===== src/rtl/mem_bist_engine.sv =====
// mem_bist_engine: Wishbone-master memory self-test (word/half/byte sweeps).
// Optional bus watchdog: define MEM_BIST_TIMEOUT_EN.
// Ports: sys_clk/sys_rst, start/busy/done/pass, err_addr/err_timeout,
//   checkbits status code, Wishbone master wb_* (word address on wb_adr_o).
module mem_bist_engine #(
  parameter logic [31:0] BASE_ADDR   = 32'h0000_0000,
  parameter int          DEPTH_BYTES = 1024,
  parameter logic [2:0]  MODES       = 3'b111,
  parameter logic [31:0] SEED        = 32'h0000_0000,
  parameter logic [7:0]  TIMEOUT_CYC = 8'd255
) (
  input  logic        sys_clk,
  input  logic        sys_rst,
  input  logic        start,
  output logic        busy,
  output logic        done,
  output logic        pass,
  output logic [31:0] err_addr,
  output logic        err_timeout,
  output logic [15:0] checkbits,
  output logic        wb_cyc_o,
  output logic        wb_stb_o,
  output logic        wb_we_o,
  output logic [29:0] wb_adr_o,
  output logic [31:0] wb_dat_o,
  output logic [3:0]  wb_sel_o,
  input  logic [31:0] wb_dat_i,
  input  logic        wb_ack_i
);

  typedef enum logic [2:0] {
    S_IDLE, S_START, S_WRITE, S_READ,
    S_NEXT, S_PASS, S_FAIL
  } state_t;

  localparam logic [31:0] DB = 32'(DEPTH_BYTES);

  state_t      r_state, w_state;
  logic [2:0]  r_mode, w_mode;
  logic [31:0] r_idx, w_idx;
  logic        r_busy, w_busy;
  logic        r_done, w_done;
  logic        r_pass, w_pass;
  logic [31:0] r_err_addr, w_err_addr;
  logic        r_err_to, w_err_to;
  logic [15:0] r_cb, w_cb;
  logic        r_cyc, w_cyc;
  logic        r_we, w_we;
  logic [29:0] r_adr, w_adr;
  logic [31:0] r_dat, w_dat;
  logic [3:0]  r_sel, w_sel;

  logic [1:0]  w_shift;
  logic [31:0] w_addr;
  logic [31:0] w_pat;
  logic [31:0] w_dat_x;
  logic [3:0]  w_sel_x;
  logic [31:0] w_lmask;
  logic        w_last;
  logic        w_miss;
  logic        w_tout;
  logic [2:0]  w_nmode;

  // Next enabled mode strictly after cur in word->half->byte order.
  function automatic logic [2:0] f_next(input logic [2:0] cur);
    logic [2:0] m;
    m = MODES;
    if (cur[2]) m = MODES & 3'b011;
    else if (cur[1]) m = MODES & 3'b001;
    else if (cur[0]) m = 3'b000;
    if (m[2]) return 3'b100;
    if (m[1]) return 3'b010;
    if (m[0]) return 3'b001;
    return 3'b000;
  endfunction

  assign w_shift = r_mode[2] ? 2'd2 :
                   r_mode[1] ? 2'd1 : 2'd0;
  assign w_addr  = BASE_ADDR + (r_idx << w_shift);
  assign w_pat   = SEED ^ {~r_idx[15:0], r_idx[15:0]};
  assign w_last  = (r_idx == ((DB >> w_shift) - 32'd1));
  assign w_nmode = f_next(r_mode);

  always_comb begin
    w_dat_x = {4{w_pat[7:0]}};
    w_sel_x = 4'b0001 << w_addr[1:0];
    unique case (1'b1)
      r_mode[2]: begin
        w_dat_x = w_pat;
        w_sel_x = 4'b1111;
      end
      r_mode[1]: begin
        w_dat_x = {2{w_pat[15:0]}};
        w_sel_x = w_addr[1] ? 4'b1100 : 4'b0011;
      end
      default: ;
    endcase
  end

  // Only lanes enabled for the current access take part in the compare.
  assign w_lmask = {{8{r_sel[3]}}, {8{r_sel[2]}},
                    {8{r_sel[1]}}, {8{r_sel[0]}}};
  assign w_miss  = |((wb_dat_i ^ r_dat) & w_lmask);

`ifdef MEM_BIST_TIMEOUT_EN
  logic [7:0] r_wdog;

  assign w_tout = r_cyc && !wb_ack_i &&
                  (r_wdog == TIMEOUT_CYC - 8'd1);

  always_ff @(posedge sys_clk) begin
    if (sys_rst || !r_cyc || wb_ack_i) r_wdog <= 8'd0;
    else r_wdog <= r_wdog + 8'd1;
  end
`else
  assign w_tout = 1'b0;
`endif

  always_comb begin
    w_state    = r_state;
    w_mode     = r_mode;
    w_idx      = r_idx;
    w_busy     = r_busy;
    w_done     = 1'b0;
    w_pass     = r_pass;
    w_err_addr = r_err_addr;
    w_err_to   = r_err_to;
    w_cb       = r_cb;
    w_cyc      = r_cyc;
    w_we       = r_we;
    w_adr      = r_adr;
    w_dat      = r_dat;
    w_sel      = r_sel;
    unique case (r_state)
      S_IDLE: begin
        if (start) begin
          w_state    = S_NEXT;
          w_mode     = 3'b000;
          w_busy     = 1'b1;
          w_pass     = 1'b0;
          w_err_addr = 32'd0;
          w_err_to   = 1'b0;
        end
      end
      S_NEXT: begin
        if (w_nmode != 3'b000) begin
          w_state = S_START;
          w_mode  = w_nmode;
          w_cb    = {8'hA0, 1'b0, w_nmode, 4'h0};
        end else begin
          w_state = S_PASS;
          w_pass  = 1'b1;
          w_done  = 1'b1;
          w_busy  = 1'b0;
          if (r_mode == 3'b000) w_cb = 16'hAB01;
        end
      end
      S_START: begin
        w_state = S_WRITE;
        w_idx   = 32'd0;
      end
      S_WRITE, S_READ: begin
        if (!r_cyc) begin
          w_cyc = 1'b1;
          w_we  = (r_state == S_WRITE);
          w_adr = w_addr[31:2];
          w_dat = w_dat_x;
          w_sel = w_sel_x;
        end else if (wb_ack_i || w_tout) begin
          w_cyc = 1'b0;
          w_we  = 1'b0;
          if (w_tout || (r_state == S_READ && w_miss)) begin
            w_state    = S_FAIL;
            w_cb       = {8'hAB, 1'b0, r_mode, 4'h0};
            w_err_addr = w_addr;
            w_err_to   = w_tout;
            w_done     = 1'b1;
            w_busy     = 1'b0;
          end else if (!w_last) begin
            w_idx = r_idx + 32'd1;
          end else if (r_state == S_WRITE) begin
            w_state = S_READ;
            w_idx   = 32'd0;
          end else begin
            w_state = S_NEXT;
            w_cb    = {8'hAB, 1'b0, r_mode, 4'h1};
          end
        end
      end
      S_PASS, S_FAIL: w_state = S_IDLE;
      default: w_state = S_IDLE;
    endcase
  end

  always_ff @(posedge sys_clk) begin
    if (sys_rst) begin
      r_state    <= S_IDLE;
      r_mode     <= 3'b000;
      r_idx      <= 32'd0;
      r_busy     <= 1'b0;
      r_done     <= 1'b0;
      r_pass     <= 1'b0;
      r_err_addr <= 32'd0;
      r_err_to   <= 1'b0;
      r_cb       <= 16'h0000;
      r_cyc      <= 1'b0;
      r_we       <= 1'b0;
      r_adr      <= 30'd0;
      r_dat      <= 32'd0;
      r_sel      <= 4'b0000;
    end else begin
      r_state    <= w_state;
      r_mode     <= w_mode;
      r_idx      <= w_idx;
      r_busy     <= w_busy;
      r_done     <= w_done;
      r_pass     <= w_pass;
      r_err_addr <= w_err_addr;
      r_err_to   <= w_err_to;
      r_cb       <= w_cb;
      r_cyc      <= w_cyc;
      r_we       <= w_we;
      r_adr      <= w_adr;
      r_dat      <= w_dat;
      r_sel      <= w_sel;
    end
  end

  assign busy        = r_busy;
  assign done        = r_done;
  assign pass        = r_pass;
  assign err_addr    = r_err_addr;
  assign err_timeout = r_err_to;
  assign checkbits   = r_cb;
  assign wb_cyc_o    = r_cyc;
  assign wb_stb_o    = r_cyc;
  assign wb_we_o     = r_we;
  assign wb_adr_o    = r_adr;
  assign wb_dat_o    = r_dat;
  assign wb_sel_o    = r_sel;

endmodule

===== config.mk =====
export PLATFORM = sky130hd
export DESIGN_NAME = mem_bist_engine
export DESIGN_NICKNAME = d
export VERILOG_FILES = /design/src/rtl/mem_bist_engine.sv
export SDC_FILE = /design/constraint.sdc
export NUM_CORES = 1
export LEC_CHECK = 0
export ABC_AREA = 1
export CORE_MARGIN = 1.5
export CORE_UTILIZATION = 60
export CTS_BUF_LIST = sky130_fd_sc_hd__clkbuf_8 sky130_fd_sc_hd__clkbuf_16
export DETAILED_ROUTE_END_ITERATION = 7
export DONT_BUFFER_PORTS = 1
export PLACE_DENSITY_LB_ADDON = 0.3
export RECOVER_POWER = 25
export SLEW_MARGIN = 5
export SYNTH_ARGS = -nofsm -noshare
export SYNTH_HDL_FRONTEND = slang
export SYNTH_SLANG_ARGS = --single-unit

===== constraint.sdc =====
create_clock -name sys_clk -period 6 [get_ports sys_clk]
set_clock_uncertainty 0.1 [all_clocks]
set_input_delay 1.2 -clock sys_clk [delete_from_list [all_inputs] [get_ports sys_clk]]
set_output_delay 1.2 -clock sys_clk [all_outputs]
set_load 0.005 [all_outputs]

==> metrics.md, run 1 <==
| Metric | Value |
|---|---|
| Outcome | `complete, no violations` |
| Antenna violations before repair | `0` |
| Number of cells on the worst reg-to-reg path | `11` |
| Number of I/O pins | `157` |
| Total power of the final layout | `3.621 mW` |
| Global-route wire length before repair | `37,830 um` |
| Final max-slew violation count | `0` |
| Mean number of vias per cell | `5.867` |
| Final setup violation count | `0` |
| Most common cell after layout, fill and taps aside | `nand2_1` |
| Vias in the first global route | `7,272` |
| PnR worst setup slack | `1.863 ns` |
| Largest net degree at the start of global routing | `89` |
| Finished Core Util | `64.71%` |
| Vias | `8,219` |
| CTS Hold Bufs | `0` |
| Pre-CTS WS | `1.927 ns` |
| Static leakage | `3.384 nW` |
| Clock Sinks | `147` |
| CTS Buf Count | `17` |
| Antenna Diode Count | `0` |
| Commonest cells after routing, fill and taps aside | `287 x nand2_1, 162 x nor2_1, 147 x dfxtp_1` |
| Clock tree from TritonCTS | `built` |
| Final wirelength | `23,880 um` |
| Flop and latch count out of synthesis | `147` |
| Gate Count Post-Synth | `1,271` |
| Clock transition time at the flip-flop clock pins of the worst setup and hold paths | `0.07 ns` |
| Post-detailed-placement half-perimeter wirelength | `16,920 um` |
| Post-layout nets | `1,251` |
| Number of detailed-route iterations in the first pass | `5` |
| CP max-delay cell | `inv_1` |
| Antenna-violating nets left | `0` |
| Total number of cells along the worst setup path | `11` |
| Max Fanout on Critical Path | `52` |
| Power density relative to cell area | `424.2 nW/um^2` |
| Path category of the worst min-delay check | `reg -> reg` |
| Final hold vios | `0` |
| Synth warnings | `0` |
| CTS root buf | `clkbuf_16` |
| Std-Cell Rows | `42` |
| Total overflow reported by the global router | `0` |
| Initial core utilization | `61.48%` |
| H-tree depth | `4` |
| Fmax | `0.2417 GHz` |
| Hold_ws | `0.3792 ns` |
| Area grow syn2layout | `5.262%` |
| Clock latency on the worst-skew pair | `0.44 ns` |
| Crit path max-delay family | `buffers and inverters` |
| Total placed cells including tap cells | `1,369` |
| Final routed wire length divided by cell count | `17.04 um` |
| Placeable core area | `13,190 sq um` |
| Height of the die | `119.3 um` |
| Sequential cell area fraction in the yosys report | `36.29%` |
| Fraction of final layout cells with drive strength greater than 1 | `4.490%` |
| Max stage delay on crit path | `0.77 ns` |
| Number of cells on the worst hold path | `2` |
| Count of cell types in the netlist | `39` |
| Required time at the endpoint of the critical path | `6.28 ns` |
| Post-CTS resize count | `0` |
| GRT Util Overall | `33.68%` |
| Final Cell Area | `8536 sq um` |
| Final RePlAce weighted congestion | `1.005` |
| Final critical-path required period | `4.137 ns` |
| Slew of the pin with the lowest slew margin | `1.049 ns` |
| Max-cap viol count | `0` |
| Critical path capture point type | `register` |
| Final TNS setup | `0 ns` |
| Width of the chip | `119.3 um` |
| Total DRC errors in the routed layout | `0` |
| Iter 0 DRT Violations | `938` |
| Relative max-transition margin | `29.79%` |
| Endpoint arrival time on the critical path | `4.42 ns` |
| Die ar. | `14,220 sq um` |
| Buffers & Inverters on Critical Path | `4` |
| Nature of the critical path startpoint | `register` |
| Largest vdd supply drop | `0.2980 mV` |
| Most repeated library cell on the critical path | `inv_1` |
| Post-layout instance count excluding filler cells | `1,401` |
| Mean instance size in the synthesized netlist | `6.380 sq um` |
| Setup Buffers After CTS | `0` |
| Setup CP Type | `reg -> reg` |
| FILL cells | `1,274` |
| RSZ-0062 raised after global routing | `no` |
| Number of input and output port buffers inserted | `0` |
| Final Cycle Share | `68.95%` |
| Post-synthesis instance area | `8109 sq um` |
| Maximum root-to-sink buffer count | `2` |
| Post-DP Area | `7969 sq um` |
| Critical-path cell list | `inv_1 > nor2_4 > inv_2 > nor2_4 > inv_1 > nand3b_1 > inv_1 > nand2_2 > nor2_2 > nand2_1 > nand2_1` |
==> final timing paths <==
check	startpoint	to	slack, ns
setup / recovery	r_state[1]	r_idx[3]	1.86
hold reg to reg	checkbits[5]	checkbits[5]	0.38
setup reg to reg	r_state[1]	r_idx[3]	1.86
hold / removal	checkbits[5]	checkbits[5]	0.38
==> per-layer routing <==
| metal | wire length, um | GRT usage, % | vias to the layer above |
|---|---|---|---|
| li1 | - | - | 4010 |
| met1 | 9899 | 43.77 | 3711 |
| met2 | 10900 | 54.19 | 431 |
| met3 | 2221 | 7.328 | 67 |
| met4 | 857 | 13.93 | 0 |
| met5 | 0 | 0 | - |
==> state kept, by name, summed over array words and instances, names as in the netlist <==
name       flops
done           1
wb_cyc_o       1
r_state        3
r_mode         3
wb_dat_o      32
wb_we_o        1
wb_adr_o      30
r_idx         32
checkbits      6
busy           1
err_addr      32
pass           1
wb_sel_o       4
==> synth_stat cells (all sizes together) <==
cell    number  area share, %
a211oi       1          0.093
a21oi      121            7.6
a221oi      26            2.8
a22oi        1          0.093
a31oi        8           0.62
buf         46            3.2
clkbuf      44            2.0
clkinv       1          0.046
conb         1          0.046
dfxtp      147             36
ha           3           0.46
inv        142            6.6
nand2      290             14
nand3       86            5.4
nand3b       1          0.093
nand4       13            1.0
nor2       166            8.0
nor3        33            2.0
nor3b        1          0.093
nor4         1           0.15
o211ai       2           0.19
o21ai      105            6.5
o22ai        4           0.31
o31ai        1          0.093
or2          5           0.39
xnor2        3           0.32
xor2        19            2.1
==> area by class of cell <==
type	instances	area (sq um)	area share, %
clock buffers	17	425.4	4.984
clock inverters	15	141.4	1.656
inverters	143	536.8	6.288
multi-input cells	898	4232	49.57
flip-flops and latches	147	2943	34.48
well taps	176	220.2	2.580
repair buffers	5	37.54	0.4398
==> power breakdown <==
group          leakage, nW  switching, mW  internal (mW)  total, mW
Combinational         1.91          0.888          0.387       1.28
Sequential            1.19          0.166           1.15       1.32
Clock                0.277          0.481          0.548       1.03
==> worst reg2reg max path, stage by stage, from the launching register on <==
cell	delay (ns)
dfxtp_1	0.33
inv_1	0.16
nor2_4	0.12
inv_2	0.72
nor2_4	0.04
inv_1	0.77
nand3b_1	0.14
inv_1	0.50
nand2_2	0.55
nor2_2	0.49
nand2_1	0.10
nand2_1	0.07
==> cell families after synthesis <==
family                   share of synthesized area (%)
AND/OR/NAND/NOR                                  30.64
AO/OA/AOI/OAI                                    18.33
buffers and inverters                            11.85
flip-flops                                       36.29
XOR/XNOR                                         2.376
adder cells (fa/ha/maj)                         0.4629
other                                          0.04624
(Power assumes the default switching activity.)
==> run 2: changes to the inputs <==
--- a/config.mk
+++ b/config.mk
@@ -7,7 +7,7 @@
 export LEC_CHECK = 0
 export ABC_AREA = 1
 export CORE_MARGIN = 1.5
-export CORE_UTILIZATION = 60
+export CORE_UTILIZATION = 58
 export CTS_BUF_LIST = sky130_fd_sc_hd__clkbuf_8 sky130_fd_sc_hd__clkbuf_16
 export DETAILED_ROUTE_END_ITERATION = 7
 export DONT_BUFFER_PORTS = 1
==> constraint.sdc (replaced) <==
create_clock -name sys_clk -period 3.7 [get_ports sys_clk]
set_clock_uncertainty 0.1 [all_clocks]
set_input_delay 0.74 -clock sys_clk [delete_from_list [all_inputs] [get_ports sys_clk]]
set_output_delay 0.74 -clock sys_clk [all_outputs]
set_load 0.005 [all_outputs]
==> run 2 against run 1 <==
  * Total power is 64% higher
  * Sequential power is 61% higher
  * Non-clock buffer count is 11 higher
  * Critical path type unchanged
  * Die area is 3.4% higher
  * Largest power group unchanged
  * Count of clock-buffer cells in the layout is 2 higher
==> metrics.md, run 2 (synthesis results as in run 1) <==
| Metric | Value |
|---|---|
| Combined area of the multi-input logic cells | `4232 sq um (unchanged)` |
| End point of the worst hold path | `r_state[1]` |
| Fraction of final layout cells with drive strength greater than 1 | `5.340% (+0.85 points)` |
| Total overflow reported by the global router | `0 (unchanged)` |
| Worst reg2reg endpoint | `err_addr[31]` |
| RSZ-0062 raised after global routing | `no` |
| Final wirelength | `23,450 um (-1.8%)` |
| Fraction of met1 tracks used by global routing | `41.25% (-2.5 points)` |
| Final routed wire length divided by cell count | `16.56 um (-2.8%)` |
| CTS Hold Bufs | `0 (unchanged)` |
| Critical path capture point type | `register` |
| Final RePlAce weighted congestion | `1.008 (+0.32%)` |
| Global-route wire length before repair | `37,120 um (-1.9%)` |
| Path category of the worst min-delay check | `in -> reg` |
| Maximum root-to-sink buffer count | `2 (unchanged)` |
| Number of detailed-route iterations in the first pass | `6 (+1)` |
| Clock tree from TritonCTS | `built` |
| Required time at the endpoint of the critical path | `3.97 ns (-2.31 ns)` |
| Antenna violations before repair | `0 (unchanged)` |
| Most common cell after layout, fill and taps aside | `nand2_1` |
| Final max-slew violation count | `0 (unchanged)` |
| Final TNS setup | `0 ns (unchanged)` |
| Width of the chip | `121.2 um (+1.7%)` |
| Vias in the first global route | `7,228 (-0.61%)` |
| CTS root buf | `clkbuf_16` |
| Clock Sinks | `147 (unchanged)` |
| Iter 0 DRT Violations | `862 (-8.1%)` |
| Largest vdd supply drop | `0.6098 mV (+100%)` |
| Number of cells on the worst hold path | `1 (-1)` |
| CTS Buf Count | `17 (unchanged)` |
| Number of input and output port buffers inserted | `0 (unchanged)` |
| Die ar. | `14,700 sq um (+3.4%)` |
| Commonest cells after routing, fill and taps aside | `287 x nand2_1, 162 x nor2_1, 147 x dfxtp_1` |
| Sequential cell area | `2943 sq um (unchanged)` |
| Clock latency on the worst-skew pair | `0.43 ns (about the same)` |
| Antenna-violating nets left | `0 (unchanged)` |
| Final critical-path required period | `2.797 ns (-1.340 ns)` |
| Largest net degree at the start of global routing | `66 (-26%)` |
| Final Cycle Share | `75.59% (+6.6 points)` |
| Reg2Reg Setup Slack | `0.90 ns (-0.96 ns)` |
| Placeable core area | `13,770 sq um (+4.4%)` |
| GRT Util Overall | `32.28% (-1.4 points)` |
| Outcome | `complete, no violations` |
| Number of I/O pins | `157 (unchanged)` |
| Post-layout instance count excluding filler cells | `1,416 (+1.1%)` |
| Nature of the critical path startpoint | `register` |
| H-tree depth | `4 (unchanged)` |
| Height of the die | `121.2 um (+1.7%)` |
| Static leakage | `3.448 nW (+1.9%)` |
| Post-DP Area | `8069 sq um (+1.3%)` |
| Initial core utilization | `58.88% (-2.6 points)` |
| FILL cells | `1,313 (+3.1%)` |
| Mean number of vias per cell | `5.764 (-1.7%)` |
| Min-Delay Startpoint | `sys_rst` |
| Max-cap viol count | `0 (unchanged)` |
| Final Cell Area | `8647 sq um (+1.3%)` |
| Setup CP Type | `reg -> reg` |
| Finished Core Util | `62.78% (-1.9 points)` |
| Final hold vios | `0 (unchanged)` |
| Relative max-transition margin | `46.76% (+17 points)` |
| Antenna Diode Count | `0 (unchanged)` |
| Startpoint of the worst-slack reg-to-reg timing path | `r_state[1]` |
| Final setup violation count | `0 (unchanged)` |
| Setup Buffers After CTS | `0 (unchanged)` |
| Post-layout nets | `1,262 (+0.88%)` |
| Total DRC errors in the routed layout | `0 (unchanged)` |
| Post-CTS resize count | `0 (unchanged)` |
| Vias | `8,162 (-0.69%)` |
| Endpoint arrival time on the critical path | `3.06 ns (-1.36 ns)` |
| Total placed cells including tap cells | `1,384 (+1.1%)` |
| Max Fanout on Critical Path | `64 (+23%)` |
| Area grow syn2layout | `6.635%` |
| Power density relative to cell area | `685.2 nW/um^2 (+62%)` |
| Slew of the pin with the lowest slew margin | `0.7974 ns (-0.2519 ns)` |
| Most congested layer reported by global routing | `met2` |
| Met2 Usage GRT | `50.32% (-3.9 points)` |
| Clock transition time at the flip-flop clock pins of the worst setup and hold paths | `0.06 ns (about the same)` |
| Number of cells on the worst reg-to-reg path | `13 (+2)` |
| Fmax | `0.3576 GHz (+48%)` |
| Routing usage on met3 | `7.331% (about the same)` |
| Std-Cell Rows | `43 (+2.4%)` |
| Post-detailed-placement half-perimeter wirelength | `16,700 um (-1.3%)` |
-- run 2: stage by stage --
step           power, mW  hold WS [ns]  setup WS, ns
6_report           5.925        0.2884        0.9033
3_5_place_dp       4.251        0.3662        0.9810
3_3_place_gp       4.216        0.3563        0.9976
4_1_cts            5.917        0.2686        0.9559
2_1_floorplan      3.768        0.3537         1.183
5_1_grt            6.311        0.2756        0.6745
-- run 2: worst max-delay path by stage --
stage,from,to,slack [ns],cells after the start
4_1_cts,r_state[1],err_addr[3],0.96,13
3_5_place_dp,r_state[1],err_addr[7],0.98,13
3_3_place_gp,wb_dat_i[12],r_idx[1],1.0,14
6_report,r_state[1],err_addr[31],0.90,13
5_1_grt,r_state[1],err_addr[3],0.67,13
2_1_floorplan,r_mode[2],r_idx[22],1.18,16
-- run 2: cell type report --
type / count / share of cell area, %
Clock buffer: 19 / 5.238
Clock inverter: 13 / 1.447
Inverter: 143 / 6.207
Multi-Input combinational cell: 898 / 48.94
Sequential cell: 147 / 34.03
Tap cell: 180 / 2.605
Timing Repair Buffer: 16 / 1.534
-- run 2: power breakdown --
part	switching, mW	internal [mW]
Clock	0.703	0.969
Sequential	0.264	1.87
Combinational	1.45	0.672
-- run 2: metal layers --
| layer | wire length, um | vias to the layer above | part of all wire [%] |
|---|---|---|---|
| li1 | - | 4030 | - |
| met1 | 9689 | 3631 | 41 |
| met2 | 10460 | 425 | 45 |
| met3 | 2191 | 76 | 9.3 |
| met4 | 1110 | 0 | 4.7 |
| met5 | 0 | - | 0 |
-- run 2: worst max-delay path: stages (launching register included) --
cell and delay (ns):
dfxtp_1 0.35, inv_1 0.10, nor2_4 0.37, inv_2 0.13, nor2_4 0.52, nor2_1 0.15, o31ai_1 0.12, inv_2 0.10
o21ai_2 0.09, a21oi_4 0.04, buf_4 0.30, o21ai_0 0.15, nand2_1 0.08, nor2_1 0.09
==> run 3: changes to the inputs <==
==> constraint.sdc (replaced) <==
create_clock -name sys_clk -period 2.3 [get_ports sys_clk]
set_clock_uncertainty 0.1 [all_clocks]
set_input_delay 0.46 -clock sys_clk [delete_from_list [all_inputs] [get_ports sys_clk]]
set_output_delay 0.46 -clock sys_clk [all_outputs]
set_load 0.005 [all_outputs]
==> run 3 against run 2 <==
  * Register-to-register slack worse by 0.77 ns
  * Flip-flop and latch count unchanged
  * Fmax increased by 29%
  * Highest routed layer unchanged
  * Global-route usage grew 3.2 points
==> metrics.md, run 3 (synthesis results as in run 1) <==
| Metric | Value |
|---|---|
| Largest vdd supply drop | `0.8755 mV (+44%)` |
| Max stage delay on crit path | `0.34 ns (-0.18 ns)` |
| Vias in the first global route | `7,971 (+10%)` |
| Post-layout instance count excluding filler cells | `1,506 (+6.4%)` |
| Maximum root-to-sink buffer count | `2 (unchanged)` |
| Antenna-violating nets left | `0 (unchanged)` |
| Total DRC errors in the routed layout | `0 (unchanged)` |
| Die ar. | `14,700 sq um (unchanged)` |
| Relative max-transition margin | `49.56% (+2.8 points)` |
| Final setup violation count | `0 (unchanged)` |
| Final max-slew violation count | `0 (unchanged)` |
| Number of I/O pins | `157 (unchanged)` |
| Vias | `8,792 (+7.7%)` |
| Required time at the endpoint of the critical path | `2.56 ns (-1.41 ns)` |
| Path category of the worst min-delay check | `in -> reg` |
| Setup CP Type | `reg -> reg` |
| GRT Util Overall | `35.43% (+3.2 points)` |
| Fraction of final layout cells with drive strength greater than 1 | `13.05% (+7.7 points)` |
| Finished Core Util | `69.68% (+6.9 points)` |
| Critical-path cell list | `nor2_4 > inv_2 > ha_4 > xor2_2 > nand3_1 > nor2_2 > nand4_1 > nand3b_1 > inv_2 > nand2_8 > clkbuf_16 > nand2_1 > a21oi_1` |
| Post-layout nets | `1,353 (+7.2%)` |
| Total placed cells including tap cells | `1,470 (+6.2%)` |
| Largest net degree at the start of global routing | `87 (+32%)` |
| Clock latency on the worst-skew pair | `0.43 ns (about the same)` |
| Min-Delay Startpoint | `sys_rst` |
| Final wirelength | `26,370 um (+12%)` |
| Antenna Diode Count | `0 (unchanged)` |
| Worst setup path startpoint | `r_mode[2]` |
| Endpoint arrival time on the critical path | `2.42 ns (-0.64 ns)` |
| Most common cell after layout, fill and taps aside | `nand2_1` |
| Final Cycle Share | `94.22% (+19 points)` |
| Critical path capture point type | `register` |
| CP max-delay cell | `dfxtp_2` |
| Number of input and output port buffers inserted | `0 (unchanged)` |
| Global-route wire length before repair | `40,770 um (+9.9%)` |
| Max Fanout on Critical Path | `6 (-91%)` |
| CTS Buf Count | `17 (unchanged)` |
| Outcome | `complete, no violations` |
| Nature of the critical path startpoint | `register` |
| Antenna violations before repair | `0 (unchanged)` |
| Final RePlAce weighted congestion | `0.9935 (-1.5%)` |
| H-tree depth | `4 (unchanged)` |
| Startpoint of the worst-slack reg-to-reg timing path | `r_mode[2]` |
| Clock transition time at the flip-flop clock pins of the worst setup and hold paths | `0.06 ns (about the same)` |
| Std-Cell Rows | `43 (unchanged)` |
| Fmax | `0.4615 GHz (+29%)` |
| Number of detailed-route iterations in the first pass | `8 (+2)` |
| Clock Sinks | `147 (unchanged)` |
| Post-detailed-placement half-perimeter wirelength | `18,340 um (+9.8%)` |
| Area grow syn2layout | `18.35%` |
| Width of the chip | `121.2 um (unchanged)` |
| CTS root buf | `clkbuf_16` |
| Clock tree from TritonCTS | `built` |
| Final routed wire length divided by cell count | `17.51 um (+5.7%)` |
| Commonest cells after routing, fill and taps aside | `286 x nand2_1, 158 x nor2_1, 143 x dfxtp_1` |
| Final hold vios | `0 (unchanged)` |
| FILL cells | `1,217 (-7.3%)` |
| Iter 0 DRT Violations | `1,032 (+20%)` |
| Most repeated library cell on the critical path | `inv_2` |
| Max-cap viol count | `0 (unchanged)` |
| Slew of the pin with the lowest slew margin | `0.7566 ns (-0.04081 ns)` |
| Placeable core area | `13,770 sq um (unchanged)` |
| Total overflow reported by the global router | `0 (unchanged)` |
| Power density relative to cell area | `1106 nW/um^2 (+61%)` |
| Static leakage | `3.991 nW (+16%)` |
| Initial core utilization | `58.88% (unchanged)` |
| Mean number of vias per cell | `5.838 (+1.3%)` |
| Final critical-path required period | `2.167 ns (-0.6298 ns)` |
| Height of the die | `121.2 um (unchanged)` |
[run 3: changes by cell type in the layout (fill, tap and decap cells not counted), sizes merged]
cell / before / now
inv: 147 / 145
clkbuf: 19 / 23
bufinv: 1 / 3
buf: 16 / 102
dlygate4sd3: 0 / 2
clkinv: 7 / 4
clkinvlp: 1 / 2
[run 3: final cells by class]
class                   instances  area (sq um)  area share (%)
multi-input cells             898          4320           45.02
flip-flops and latches        147          2948           30.72
well taps                     180         225.2           2.347
clock buffers                  20         466.7           4.863
inverters                     143         536.8           5.593
clock inverters                11         150.1           1.565
repair buffers                107         949.7           9.896
[run 3: power by group]
part           switching (mW)  leakage, nW  internal [mW]
Combinational            2.70         2.50           1.60
Sequential              0.396         1.19           3.01
Clock                    1.12        0.299           1.79
Total                    4.22         3.99           6.40
[run 3: worst max-delay path, delay by kind of cell (launching register included)]
kind	cells	cell delay, ns
AOI/OAI and AO/OA	1	0.14
xor gates and xnor gates	1	0.15
adders and majority gates	1	0.27
buffers and inverters	3	0.31
DFF	1	0.34
and+or+nand+nor	7	0.78
[run 3: stage by stage]
step | setup slack (ns) | total power, mW | area [sq um] | setup TNS (ns) | hold WS (ns)
5_1_grt | -0.006471 | 11.21 | 9597 | -0.006471 | -0.001248
2_1_floorplan | 0.03513 | 6.133 | 8183 | 0 | 0.3528
6_report | 0.1330 | 10.62 | 9597 | 0 | 0.005014
3_5_place_dp | 0.01890 | 7.272 | 8777 | 0 | 0.3759
3_3_place_gp | 0.06082 | 7.202 | 8777 | 0 | 0.3621
4_1_cts | 0.04477 | 10.21 | 9404 | 0 | 0.00004852
[run 3: routing by layer]
| layer | GRT usage (%) | share of wire (%) |
|---|---|---|
| met5 | 0 | 0 |
| met4 | 14.71 | 4.2 |
| met3 | 7.331 | 9.8 |
| met2 | 59.02 | 46 |
| met1 | 44.64 | 40 |
[run 3: what timing repair did]
| action | in CTS | in global routing |
|---|---|---|
| hold buffers | 1 | 1 |
| gates resized for setup | 0 | 28 |
| endpoints found under the setup margin | 0 | 52 |
| buffers inserted | 0 | 0 |
| endpoints found under the hold margin | 10 | 2 |
[run 3: final timing paths]
| path | endpoint | slack (ns) | depth (start not counted) |
|---|---|---|---|
| max | r_idx[19] | 0.13 | 13 |
| min | r_idx[31] | 0.005 | 1 |
| max reg2reg | r_idx[19] | 0.13 | 13 |
| min reg2reg | r_idx[31] | 0.38 | 2 |
